File: src/rtl/vga_capture.sv
// vga_capture
//   Receive side of the VGA output path. Samples HSYNC/VSYNC/RGB565 from a VGA
//   timing source on the pixel clock. From the syncs it recovers the horizontal
//   and vertical position, checks every line and frame period against the
//   configured mode, and emits the active pixels with x/y coordinates once the
//   incoming timing has been verified for LOCK_FRAMES consecutive frames.
//
// Ports
//   clk_pll      in   pixel clock, all logic on the rising edge
//   rst          in   synchronous reset, active low
//   HSYNC_IN     in   horizontal sync, polarity set by SYNC_POL
//   VSYNC_IN     in   vertical sync, polarity set by SYNC_POL
//   RED_IN       in   5-bit red sample
//   GREEN_IN     in   6-bit green sample
//   BLUE_IN      in   5-bit blue sample
//   pixel_valid  out  pixel_data/pixel_x/pixel_y valid this cycle
//   pixel_data   out  {R,G,B} RGB565, held while pixel_valid is low
//   pixel_x      out  0..H_PIXELS-1
//   pixel_y      out  0..V_LINES-1
//   frame_start  out  1-cycle pulse together with pixel (0,0)
//   locked       out  high while the timing is verified
//   sync_err     out  1-cycle pulse on a line or frame period mismatch
//   err_count    out  saturating count of sync_err pulses
module vga_capture #(
  parameter int H_PIXELS     = 800,
  parameter int H_FRONTPORCH = 40,
  parameter int H_SYNCTIME   = 128,
  parameter int H_BACKPORCH  = 88,
  parameter int V_LINES      = 600,
  parameter int V_FRONTPORCH = 1,
  parameter int V_SYNCTIME   = 4,
  parameter int V_BACKPORCH  = 23,
  parameter int SYNC_POL     = 1,
  parameter int LOCK_FRAMES  = 2,
  parameter int X_BITS       = 11,
  parameter int Y_BITS       = 10
) (
  input  logic              clk_pll,
  input  logic              rst,
  input  logic              HSYNC_IN,
  input  logic              VSYNC_IN,
  input  logic [4:0]        RED_IN,
  input  logic [5:0]        GREEN_IN,
  input  logic [4:0]        BLUE_IN,
  output logic              pixel_valid,
  output logic [15:0]       pixel_data,
  output logic [X_BITS-1:0] pixel_x,
  output logic [Y_BITS-1:0] pixel_y,
  output logic              frame_start,
  output logic              locked,
  output logic              sync_err,
  output logic [7:0]        err_count
);

  localparam int H_TOTAL = H_PIXELS + H_FRONTPORCH + H_SYNCTIME + H_BACKPORCH;
  localparam int V_TOTAL = V_LINES + V_FRONTPORCH + V_SYNCTIME + V_BACKPORCH;

  localparam logic [X_BITS-1:0] H_MAX   = '1;
  localparam logic [X_BITS-1:0] H_LAST  = X_BITS'(H_TOTAL - 1);
  localparam logic [X_BITS-1:0] H_FIRST = X_BITS'(H_SYNCTIME + H_BACKPORCH);
  localparam logic [X_BITS-1:0] H_END   = X_BITS'(H_SYNCTIME + H_BACKPORCH + H_PIXELS - 1);
  localparam logic [Y_BITS-1:0] V_MAX   = '1;
  localparam logic [Y_BITS-1:0] V_LAST  = Y_BITS'(V_TOTAL - 1);
  localparam logic [Y_BITS-1:0] V_FIRST = Y_BITS'(V_SYNCTIME + V_BACKPORCH);
  localparam logic [Y_BITS-1:0] V_END   = Y_BITS'(V_SYNCTIME + V_BACKPORCH + V_LINES - 1);
  localparam logic [7:0]        LOCK_CNT = 8'(LOCK_FRAMES);

  typedef enum logic [1:0] {SEARCH, VERIFY, LOCKED} state_t;

  // Stage 1: input registers, syncs normalised to active-high
  logic        hs_norm, vs_norm;
  logic        hs_reg, hs_d_reg, vs_reg, vs_d_reg;
  logic [15:0] rgb_reg;

  assign hs_norm = (SYNC_POL != 0) ? HSYNC_IN : ~HSYNC_IN;
  assign vs_norm = (SYNC_POL != 0) ? VSYNC_IN : ~VSYNC_IN;

  // Sync history resets to "asserted" so that leaving reset in the middle of
  // a sync pulse does not fake an edge; the next real edge is the first one.
  always_ff @(posedge clk_pll) begin
    if (!rst) begin
      hs_reg   <= 1'b1;
      hs_d_reg <= 1'b1;
      vs_reg   <= 1'b1;
      vs_d_reg <= 1'b1;
      rgb_reg  <= '0;
    end else begin
      hs_reg   <= hs_norm;
      hs_d_reg <= hs_reg;
      vs_reg   <= vs_norm;
      vs_d_reg <= vs_reg;
      rgb_reg  <= {RED_IN, GREEN_IN, BLUE_IN};
    end
  end

  // Position counters. h_next/v_next is the position of the sample currently
  // held in rgb_reg, so the active window and coordinates line up with it.
  logic              hs_edge, vs_edge;
  logic [X_BITS-1:0] h_cnt_reg, h_next, x_next;
  logic [Y_BITS-1:0] v_cnt_reg, v_next, y_next;
  logic              h_seen_reg, v_seen_reg;
  logic              line_err, frame_err, any_err, saturated, active;

  assign hs_edge = hs_reg & ~hs_d_reg;
  assign vs_edge = vs_reg & ~vs_d_reg;

  always_comb begin
    h_next = h_cnt_reg;
    v_next = v_cnt_reg;
    if (hs_edge)
      h_next = '0;
    else if (h_cnt_reg != H_MAX)
      h_next = h_cnt_reg + 1'b1;
    // A vs edge wins over a coincident hs edge
    if (vs_edge)
      v_next = '0;
    else if (hs_edge && v_cnt_reg != V_MAX)
      v_next = v_cnt_reg + 1'b1;
  end

  // Period checks are skipped until one edge of each kind has been seen
  assign line_err  = hs_edge & h_seen_reg & (h_cnt_reg != H_LAST);
  assign frame_err = vs_edge & v_seen_reg & (v_cnt_reg != V_LAST);
  assign any_err   = line_err | frame_err;
  assign saturated = (h_next == H_MAX) | (v_next == V_MAX);
  assign active    = (h_next >= H_FIRST) && (h_next <= H_END) &&
                     (v_next >= V_FIRST) && (v_next <= V_END);
  assign x_next    = h_next - H_FIRST;
  assign y_next    = v_next - V_FIRST;

  always_ff @(posedge clk_pll) begin
    if (!rst) begin
      h_cnt_reg  <= '0;
      v_cnt_reg  <= '0;
      h_seen_reg <= 1'b0;
      v_seen_reg <= 1'b0;
    end else begin
      h_cnt_reg  <= h_next;
      v_cnt_reg  <= v_next;
      h_seen_reg <= h_seen_reg | hs_edge;
      v_seen_reg <= v_seen_reg | vs_edge;
    end
  end

  // Lock FSM
  state_t     state_reg, state_next;
  logic [7:0] good_reg, good_next, good_inc;

  assign good_inc = good_reg + 8'd1;

  always_comb begin
    state_next = state_reg;
    good_next  = good_reg;
    case (state_reg)
      SEARCH: begin
        if (vs_edge) begin
          state_next = VERIFY;
          good_next  = 8'd0;
        end
      end
      VERIFY: begin
        if (any_err) begin
          state_next = SEARCH;
        end else if (vs_edge) begin
          good_next = good_inc;
          if (good_inc >= LOCK_CNT)
            state_next = LOCKED;
        end
      end
      LOCKED: begin
        if (any_err)
          state_next = SEARCH;
      end
      default: state_next = SEARCH;
    endcase
    // Lost sync (a counter ran out) always restarts the search
    if (saturated)
      state_next = SEARCH;
  end

  always_ff @(posedge clk_pll) begin
    if (!rst) begin
      state_reg <= SEARCH;
      good_reg  <= 8'd0;
    end else begin
      state_reg <= state_next;
      good_reg  <= good_next;
    end
  end

  assign locked = (state_reg == LOCKED);

  // Stage 2: output registers. Gating with state_next keeps pixel_valid in
  // step with locked, so both drop together the cycle after an error.
  logic valid_next;
  assign valid_next = active & (state_next == LOCKED);

  always_ff @(posedge clk_pll) begin
    if (!rst) begin
      pixel_valid <= 1'b0;
      pixel_data  <= '0;
      pixel_x     <= '0;
      pixel_y     <= '0;
      frame_start <= 1'b0;
      sync_err    <= 1'b0;
      err_count   <= 8'd0;
    end else begin
      pixel_valid <= valid_next;
      if (valid_next) begin
        pixel_data <= rgb_reg;
        pixel_x    <= x_next;
        pixel_y    <= y_next;
      end
      frame_start <= valid_next && (x_next == '0) && (y_next == '0);
      sync_err    <= any_err;
      if (any_err && err_count != 8'hFF)
        err_count <= err_count + 8'd1;
    end
  end

endmodule

File: config.mk
export PLATFORM = sky130hd
export DESIGN_NAME = vga_capture
export DESIGN_NICKNAME = d
export VERILOG_FILES = /design/src/rtl/vga_capture.sv
export SDC_FILE = /design/constraint.sdc
export NUM_CORES = 1
export LEC_CHECK = 0
export CAP_MARGIN = 0
export CORE_AREA = 3 3 96 98
export CTS_BUF_LIST = sky130_fd_sc_hd__clkbuf_4 sky130_fd_sc_hd__clkbuf_8
export CTS_CLUSTER_SIZE = 40
export DETAILED_ROUTE_END_ITERATION = 7
export DIE_AREA = 0 0 99 101
export GPL_TIMING_DRIVEN = 0
export PLACE_DENSITY = 0.95
export SYNTH_ARGS = -nofsm -noshare
export SYNTH_HDL_FRONTEND = slang
export SYNTH_SLANG_ARGS = --single-unit
File: constraint.sdc
create_clock -name clk_pll -period 8 [get_ports clk_pll]
set_input_delay 2 -clock clk_pll [delete_from_list [all_inputs] [get_ports clk_pll]]
set_output_delay 2 -clock clk_pll [all_outputs]
set_load 0.01 [all_outputs]
==> results by stage, run 1 <==
Timing:
- The total setup violations reported at the end of the flow is 0.
- After routing, the total negative slack on setup checks comes to 0 ns.
- Timing would allow up to roughly 250 MHz.
- Measured against its own limit, the worst slew margin works out to roughly two fifths.
- The total count of max-transition violations in the final report is 0.
- Between clock sinks in the finished design, the worst skew comes to approximately 0.014 ns.
- The clock period minus worst slack is around 4 ns.
- The number of hold violations in the final report is 0.
- The post-route fraction of the period consumed by the critical path is 49.7%.
- For the pin with the worst max-slew slack, the measured transition is approximately 0.87 ns.
- Setup repair after global routing left no endpoint under its margin.

Yosys:
- The share of the synthesized area in the top cell type is roughly 39%.
- The cell area after synthesis is around 5200 sq um.
- Synthesis produced 610 cells.
- The post-synthesis cell type with the largest combined area is sky130_fd_sc_hd__dfxtp_1.
- After synthesis, the share of flip-flops with an asynchronous set or reset is 0%.
- Yosys attributes the largest share of cell area to sky130_fd_sc_hd__dfxtp_1 (39%), sky130_fd_sc_hd__mux2i_1 (6.0%), sky130_fd_sc_hd__nand2_1 (5.4%).
- The dominant synthesized flop cell is sky130_fd_sc_hd__dfxtp_1.
- The commonest cells after synthesis are sky130_fd_sc_hd__dfxtp_1 (101), sky130_fd_sc_hd__nand2_1 (75), sky130_fd_sc_hd__nor2_1 (54).
- The register bit count reported by yosys is a little over 100.
- The library cell with the highest instance count after synthesis is sky130_fd_sc_hd__dfxtp_1.
- The count of unique library cells instantiated by Yosys is 67.
- The number of nets in the synthesized netlist is 640.
- The number of synthesized flops with an enable pin is 0.
- Averaged over all synthesized cells, the footprint is 8.50 sq um.
- The sequential-to-total area share from yosys stat is 39.0%.
- During synthesis, Yosys emitted a total of 0 warnings.

Run status:
- The run finished with clean final reports.

Clock network:
- TritonCTS built the clock tree.
- After clock tree synthesis, the setup repair step added 0 buffers.
- The H-tree level count is 3.
- The clock latency of the later-clocked register in the worst-skew pair is 0.37 ns.
- After clock tree synthesis, the clock-pin slew on the worst setup and hold paths is approximately 0.10 ns.
- The total CTS buffers is 9.
- The worst-case clock buffer depth is 2.
- The number of gates resized after CTS is 0.
- The hold-fix buffer count after cts is 0.
- The number of clock sinks seen by CTS is 101.
- The library cell used as clock root buffer is sky130_fd_sc_hd__clkbuf_8.

Floorplan:
- The die is approximately 99 um wide.
- The floorplan die area is 10000 sq um.
- The height of the die is 101 um.
- After floorplanning, the core was divided into 34 placement rows.
- The core footprint is around 8600 sq um.
- The top-level I/O count is 69.
- The initial utilization of the core area, before any placement, comes to 60.7%.

Power:
- The largest voltage drop on the vdd net is between 100 and 150 uV.
- Summing internal, switching and leakage power gives roughly 870 uW.
- The power density over the cells is 141 nW/um^2.
- The leakage power is between 0.002 and 0.0025 uW.

Route:
- The number of routed nets with antenna violations is 0.
- For this run, design rule violations remaining after detail routing come to 0.
- Dividing the detail-routed via count by the number of cells gives around 6.
- Dividing the detail-routed wire length by the instance count gives 17.5 um.
- The detailed router finished its first iteration with between 300 and 400 violations.
- The pre-antenna-repair detailed-routing pass consisted of 5 iterations.
- The total number of vias is between 4k and 5k.
- Summed over all layers, the routed wires come to around 14000 um.

Critical path:
- In this run the worst setup path begins at v_cnt_reg[0].
- The largest single stage delay on the critical path is ~0.44 ns.
- Data on the critical path arrives at its endpoint at between 4 and 5 ns.
- The slowest stage cell on the critical path is sky130_fd_sc_hd__dfxtp_1.
- By instance count, the cell type seen most on the critical path is sky130_fd_sc_hd__nand3_1.
- Of all nets on the critical path, the largest fanout is 10.
- The data required time of the worst path is roughly 8.3 ns.
- The launching point of the worst reg2reg path is v_cnt_reg[0].
- Traced cell by cell, the critical path runs through ha_1 > nand3_1 > o31a_1 > mux2_2 > and2_1 > ha_1 > inv_1 > o31ai_1 > nand3_1 > a311oi_1 > nand3_1 > nor3_4 > buf_6 > mux2i_1.
- The critical path class is flip-flop to flip-flop.
- The endpoint type of the worst setup path is a flip-flop.
- The kind of launch point of the worst setup path is a flip-flop.

Cells and area:
- The post-route netlist has under 10% of its cells at a drive strength greater than 1.
- Compared with the post-synthesis result, the final layout area differs by 19.0%.
- The diode insertion count for antenna repair is 0.
- The net count of the finished layout is just over 700.
- After filler insertion, the fill cell instance count of the layout stands at about 630.
- Summing all multi-input logic gate instances after layout gives 2950 sq um.
- The area taken by flip-flops and latches is slightly above 2000 sq um.

Place:
- The congestion estimate from routability-driven global placement came to 0.932.
- Summed over all nets, the half-perimeter wirelength after detailed placement is 10400 um.
- In this run the tool buffered the top-level ports with 67 buffer cells.

Global route:
- Entering global routing, the biggest net connects 18 pins.
- The via count of the first global-routing pass was between 4k and 5k.
- Global routing used between 20% and 30% of the available tracks.
- The total overflow reported by the global router is 0.
- The number of antenna violations at the first check in global routing came to 0.
- The first-pass GRT wire length is approximately 22000 um.

Hold path:
- The beginning of the worst hold path is rgb_reg[6].
- The min-delay analysis places its worst path in the category flip-flop to flip-flop.

Run:
- Across the run, the number of max-cap violations was 0.
## area by class of cell
| cell class | count | share of cell area, % |
|---|---|---|
| multi-input cells | 466 | 47.7 |
| flip-flops and latches | 101 | 32.8 |
| repair buffers | 67 | 10.9 |
| plain buffers | 33 | 2.94 |
| clock buffers | 10 | 2.23 |
| well taps | 108 | 2.19 |
| clock inverters | 5 | 0.689 |
| inverters | 10 | 0.608 |
## power by group
group	total, uW	switching (uW)	internal (uW)
clock	306	182	124
sequential	515	5.10	510
combinational	51.8	30.6	21.3
## layout by cell type, fill, tap and decap left out, drive strengths merged, types with 24 or more instances in the layout
cell and n:
and2 27, mux2i 32, dfxtp 101, nor2 54
nand3 26, clkbuf 28, nand2 75, nor3 24
clkdlybuf4s50 67
## worst paths after layout
check | endpoint | slack (ns) | cells past startpoint
setup reg to reg | pixel_data[1] | 4.02 | 14
hold reg to reg | pixel_data[6] | 0.44 | 2
hold / removal | pixel_data[6] | 0.44 | 2
setup / recovery | pixel_data[1] | 4.02 | 14
## cell families after synthesis
logic type / after synthesis / synth area share (%)
flops: 101 / 39.0
compound gates: 110 / 14.5
simple gates: 292 / 29.5
buf+inv: 43 / 4.22
fa+ha+maj: 10 / 2.41
xor+xnor: 17 / 2.87
mux: 37 / 7.50
## metrics by stage
step / cells / util [%] / hold slack [ns] / setup WS (ns) / area (sq um)
after floorplan: 610 / - / 0.424 / 4.78 / 5190
after global placement: 785 / 70.1 / 0.425 / 4.23 / 5990
after detailed placement: 785 / 70.1 / 0.441 / 4.14 / 5990
after CTS: 800 / 72.2 / 0.447 / 4.10 / 6170
after global routing: 800 / 72.2 / 0.463 / 3.68 / 6170
final: 800 / 72.2 / 0.444 / 4.02 / 6170
## per-layer routing
metal  part of all wire [%]  up-vias  track usage, %
li1                       -     2361               -
met2                     49      217            47.0
met3                    7.7       28            6.92
met1                     42     2341            35.7
met4                    1.8        0            7.77
met5                      0        -               0
## worst max-delay path: cells and delay by family, from the launching register on
| family | cells | cell delay, ns |
|---|---|---|
| AOI/OAI and AO/OA | 3 | 0.89 |
| adders and majority gates | 2 | 0.57 |
| buffers and inverters | 2 | 0.31 |
| DFF | 1 | 0.44 |
| muxes | 2 | 0.49 |
| and+or+nand+nor | 5 | 1.18 |
Note: power is estimated with default switching activity, not from simulation.
==> run 2, diff against run 1 <==
--- a/config.mk
+++ b/config.mk
@@ -6,13 +6,13 @@
 export NUM_CORES = 1
 export LEC_CHECK = 0
 export CAP_MARGIN = 0
-export CORE_AREA = 3 3 96 98
+export CORE_AREA = 3 3 104 106
 export CTS_BUF_LIST = sky130_fd_sc_hd__clkbuf_4 sky130_fd_sc_hd__clkbuf_8
 export CTS_CLUSTER_SIZE = 40
 export DETAILED_ROUTE_END_ITERATION = 7
-export DIE_AREA = 0 0 99 101
+export DIE_AREA = 0 0 107 109
 export GPL_TIMING_DRIVEN = 0
-export PLACE_DENSITY = 0.95
+export PLACE_DENSITY = 0.87
 export SYNTH_ARGS = -nofsm -noshare
 export SYNTH_HDL_FRONTEND = slang
 export SYNTH_SLANG_ARGS = --single-unit
==> constraint.sdc (replaced) <==
create_clock -name clk_pll -period 3.2 [get_ports clk_pll]
set_input_delay 0.8 -clock clk_pll [delete_from_list [all_inputs] [get_ports clk_pll]]
set_output_delay 0.8 -clock clk_pll [all_outputs]
set_load 0.01 [all_outputs]
==> run 2 against run 1 <==
- power increased to 2.5 times the previous value
- largest cell class unchanged
- clock-buffer cell count decreased by 1
- critical path depth did not move
- critical path type unchanged
==> results by stage, run 2 (synthesis results as in run 1) <==
Timing:
- The achievable clock frequency is 315 MHz (+25%).
- The normalized max-slew margin is 41.9% (+0.46 points).
- The worst hold slack came to 0.445 ns (+0.000808 ns).
- The post-route fraction of the period consumed by the critical path came to 99.1% (+49 points).
- The clock period minus worst slack is 3.17 ns (-0.806 ns).
- The number of hold violations in the final report is 0 (unchanged).
- The total count of max-transition violations in the final report was 0 (unchanged).
- The transition at the pin with the smallest max-transition slack came to 0.865 ns (-0.00828 ns).
- Setup repair after global routing could not meet its margin everywhere.
- The total setup violations reported at the end of the flow is 0 (unchanged).
- The largest clock skew in the final design is 0.0209 ns (+0.00717 ns).

Hold path:
- The worst hold path begins at rgb_reg[10].
- For hold timing, the worst endpoint is pixel_data[10].
- The min-delay analysis places its worst path in the category flip-flop to flip-flop.
- The hold path depth came to 2 (unchanged).

Global route:
- The number of antenna violations at the first check in global routing is 0 (unchanged).
- The largest net degree at the start of global routing is 19 (+1).
- The via count of the first global-routing pass was 4874 (+5.4%).
- The first-pass GRT wire length is 22900 um (+2.1%).
- The total overflow reported by the global router is 0 (unchanged).
- The global-route total usage across every layer is 24.5% (-3.5 points).

Power:
- The portion of total power attributed to the clock network is 35.3% (+0.2 points).
- The power density over the cells is 330 nW/um^2 (+130%).
- The largest voltage drop on the vdd net is 198 uV (+56%).
- The share of power burned in registers is 58.4% (-0.6 points).
- The net switching power figure is 575 uW (+160%).
- The share of total power in combinational logic is 6.3% (+0.4 points).
- The leakage power was 0.00246 uW (+8.6%).
- The total internal power was 1620 uW (+150%).
- The share of total power consumed by net switching is 26.1% (+1.2 points).

Cells and area:
- The library cell used most frequently in the layout, excluding fill and tap cells, is sky130_fd_sc_hd__dfxtp_1.
- The ratio of cells with drive above 1 in the final layout is 16.0% (+9.0 points).
- The diode insertion count for antenna repair is 0 (unchanged).
- The area overhead of the layout relative to synthesis is 28.5%.
- The finished layout cell area is 6670 sq um (+8.0%).
- The library cells used most frequently in the layout, excluding fill and tap cells, are sky130_fd_sc_hd__dfxtp_1 (89), sky130_fd_sc_hd__nand2_1 (75), sky130_fd_sc_hd__clkdlybuf4s50_1 (67).
- The net count of the finished layout is 740 (+3.1%).

Route:
- The violation count after the first detailed-routing iteration came to 417 (+18%).
- The number of iterations in the first detailed-routing pass is 5 (unchanged).
- The number of routed nets with antenna violations came to 0 (unchanged).
- The total routed wirelength came to 14800 um (+6.0%).
- The average wire length per cell after detail routing is 17.5 um (+0.12%).
- The average via count per standard cell is 6.07 (-1.8%).
- The remaining routing DRC violations is 0 (unchanged).
- The total number of vias is 5144 (+4.0%).

Clock network:
- The hold-fix buffer count after cts came to 0 (unchanged).
- The H-tree level count was 3 (unchanged).
- In this run the clock root is driven by a sky130_fd_sc_hd__clkbuf_8.
- The number of clock sinks seen by CTS is 101 (unchanged).
- The clock tree from TritonCTS is done.
- The worst-case clock buffer depth is 2 (unchanged).
- The clock latency of the later-clocked register in the worst-skew pair came to 0.38 ns (about the same).
- The total CTS buffers came to 9 (unchanged).
- The clock input transition at the sequential cells of the worst setup and hold paths is 0.11 ns (about the same).

Floorplan:
- The floorplan die area is 11700 sq um (+17%).
- The core footprint is 9860 sq um (+15%).
- The height of the die is 109 um (+7.9%).
- The row count was 36 (+5.9%).
- The initial cell density of the core is 52.6% (-8.1 points).
- The top-level I/O count was 69 (unchanged).
- The floorplan die width is 107 um (+8.1%).

Critical path:
- The endpoint type of the worst setup path is a flip-flop.
- The reg2reg setup slack was 0.03 ns (-3.99 ns).
- The critical path in this run is classified as flip-flop to flip-flop.
- The largest stage delay on the critical path was 0.45 ns (about the same).
- The logic depth of the worst register-to-register path is 14 (unchanged).
- The data required time of the worst path is 3.46 ns (-4.83 ns).
- The signal on the critical path passes through buf_6 > nand4_1 > o31a_1 > xnor2_1 > nor2_2 > inv_2 > ha_4 > nor2_1 > a211oi_1 > or3b_1 > and3_4 > buf_6 > nand3_4 > mux2_4.
- The kind of launch point of the worst setup path is a flip-flop.
- The launching point of the worst reg2reg path is v_cnt_reg[4].
- The data arrival at the endpoint of the critical path is 3.43 ns (-0.84 ns).
- In this design, the critical path's most frequently occurring cell is sky130_fd_sc_hd__buf_6.
- The largest fanout of any net on the critical path is 5 (-5).
- The terminus of the critical flop-to-flop path is pixel_x[2].
- The slowest stage of the critical path belongs to the cell sky130_fd_sc_hd__or3b_1.

Place:
- The placer's final routability congestion estimate was 0.994 (+6.7%).
- The HPWL after detailed placement was 10200 um (-2.2%).
- The quantity of I/O buffers inserted on ports is 67 (unchanged).
- The standard cell area after detailed placement is 6030 sq um (+0.56%).

Run status:
- The run finished with clean final reports.

Run:
- The number of maximum-capacitance violations is 0 (unchanged).
==> run 2: how the worst max path moves through the flow <==
stage / startpoint / endpoint / cells after the start
floorplan: v_cnt_reg[0] / pixel_data[0] / 14
global placement: v_cnt_reg[0] / pixel_data[2] / 14
detailed placement: v_cnt_reg[0] / pixel_data[5] / 14
CTS: v_cnt_reg[1] / pixel_x[2] / 13
global route: v_cnt_reg[4] / pixel_x[5] / 15
finish: v_cnt_reg[4] / pixel_x[2] / 14
==> run 2: final cells by class <==
type	count	area, sq um
Inverter	10	40.0
Timing Repair Buffer	89	861
Fill cell	749	3200
Clock buffer	9	124
Multi-Input combinational cell	466	3180
Clock inverter	6	55.1
Tap cell	133	166
Sequential cell	101	2050
Buffer	33	194
==> run 2: timing repair <==
item | in CTS | in global routing
cloned | 2 | 1
pin swaps | 7 | 14
buffers inserted | 10 | 10
resized for setup | 29 | 44
endpoints found under the setup margin | 39 | 40
==> run 2: layer usage <==
| metal | track usage [%] | routed length (um) | up-vias |
|---|---|---|---|
| li1 | - | - | 2401 |
| met1 | 28.7 | 5870 | 2432 |
| met2 | 42.9 | 7190 | 262 |
| met3 | 6.69 | 1340 | 49 |
| met4 | 8.95 | 422 | 0 |
| met5 | 0 | 0 | - |
==> run 2: power by group through the flow <==
stage	sequential [uW]	combinational, uW	clock (uW)
3_5_place_dp	1320	127	0
5_1_grt	1290	151	831
4_1_cts	1290	133	781
3_3_place_gp	1320	123	0
2_1_floorplan	1310	75.1	0
6_report	1280	139	776
==> run 2: worst max-delay path, delay by kind of cell (launching register included) <==
family,cells,cell delay [ns]
buf+inv,3,0.32
compound gates,2,0.47
mux,1,0.32
simple gates,6,1.27
xor+xnor,1,0.17
fa+ha+maj,1,0.16
flops,1,0.34
==> run 2: stage by stage <==
stage	instances	utilization (%)	setup slack, ns	setup TNS [ns]	total power, uW
floorplan	610	-	0.00773	0	1390
global placement	810	61.1	-0.523	-16.84	1440
detailed placement	810	61.1	-0.582	-18.25	1440
CTS	836	64.8	0.0165	0	2200
global route	847	67.6	-0.107	-2.29	2270
finish	847	67.6	0.0297	0	2200
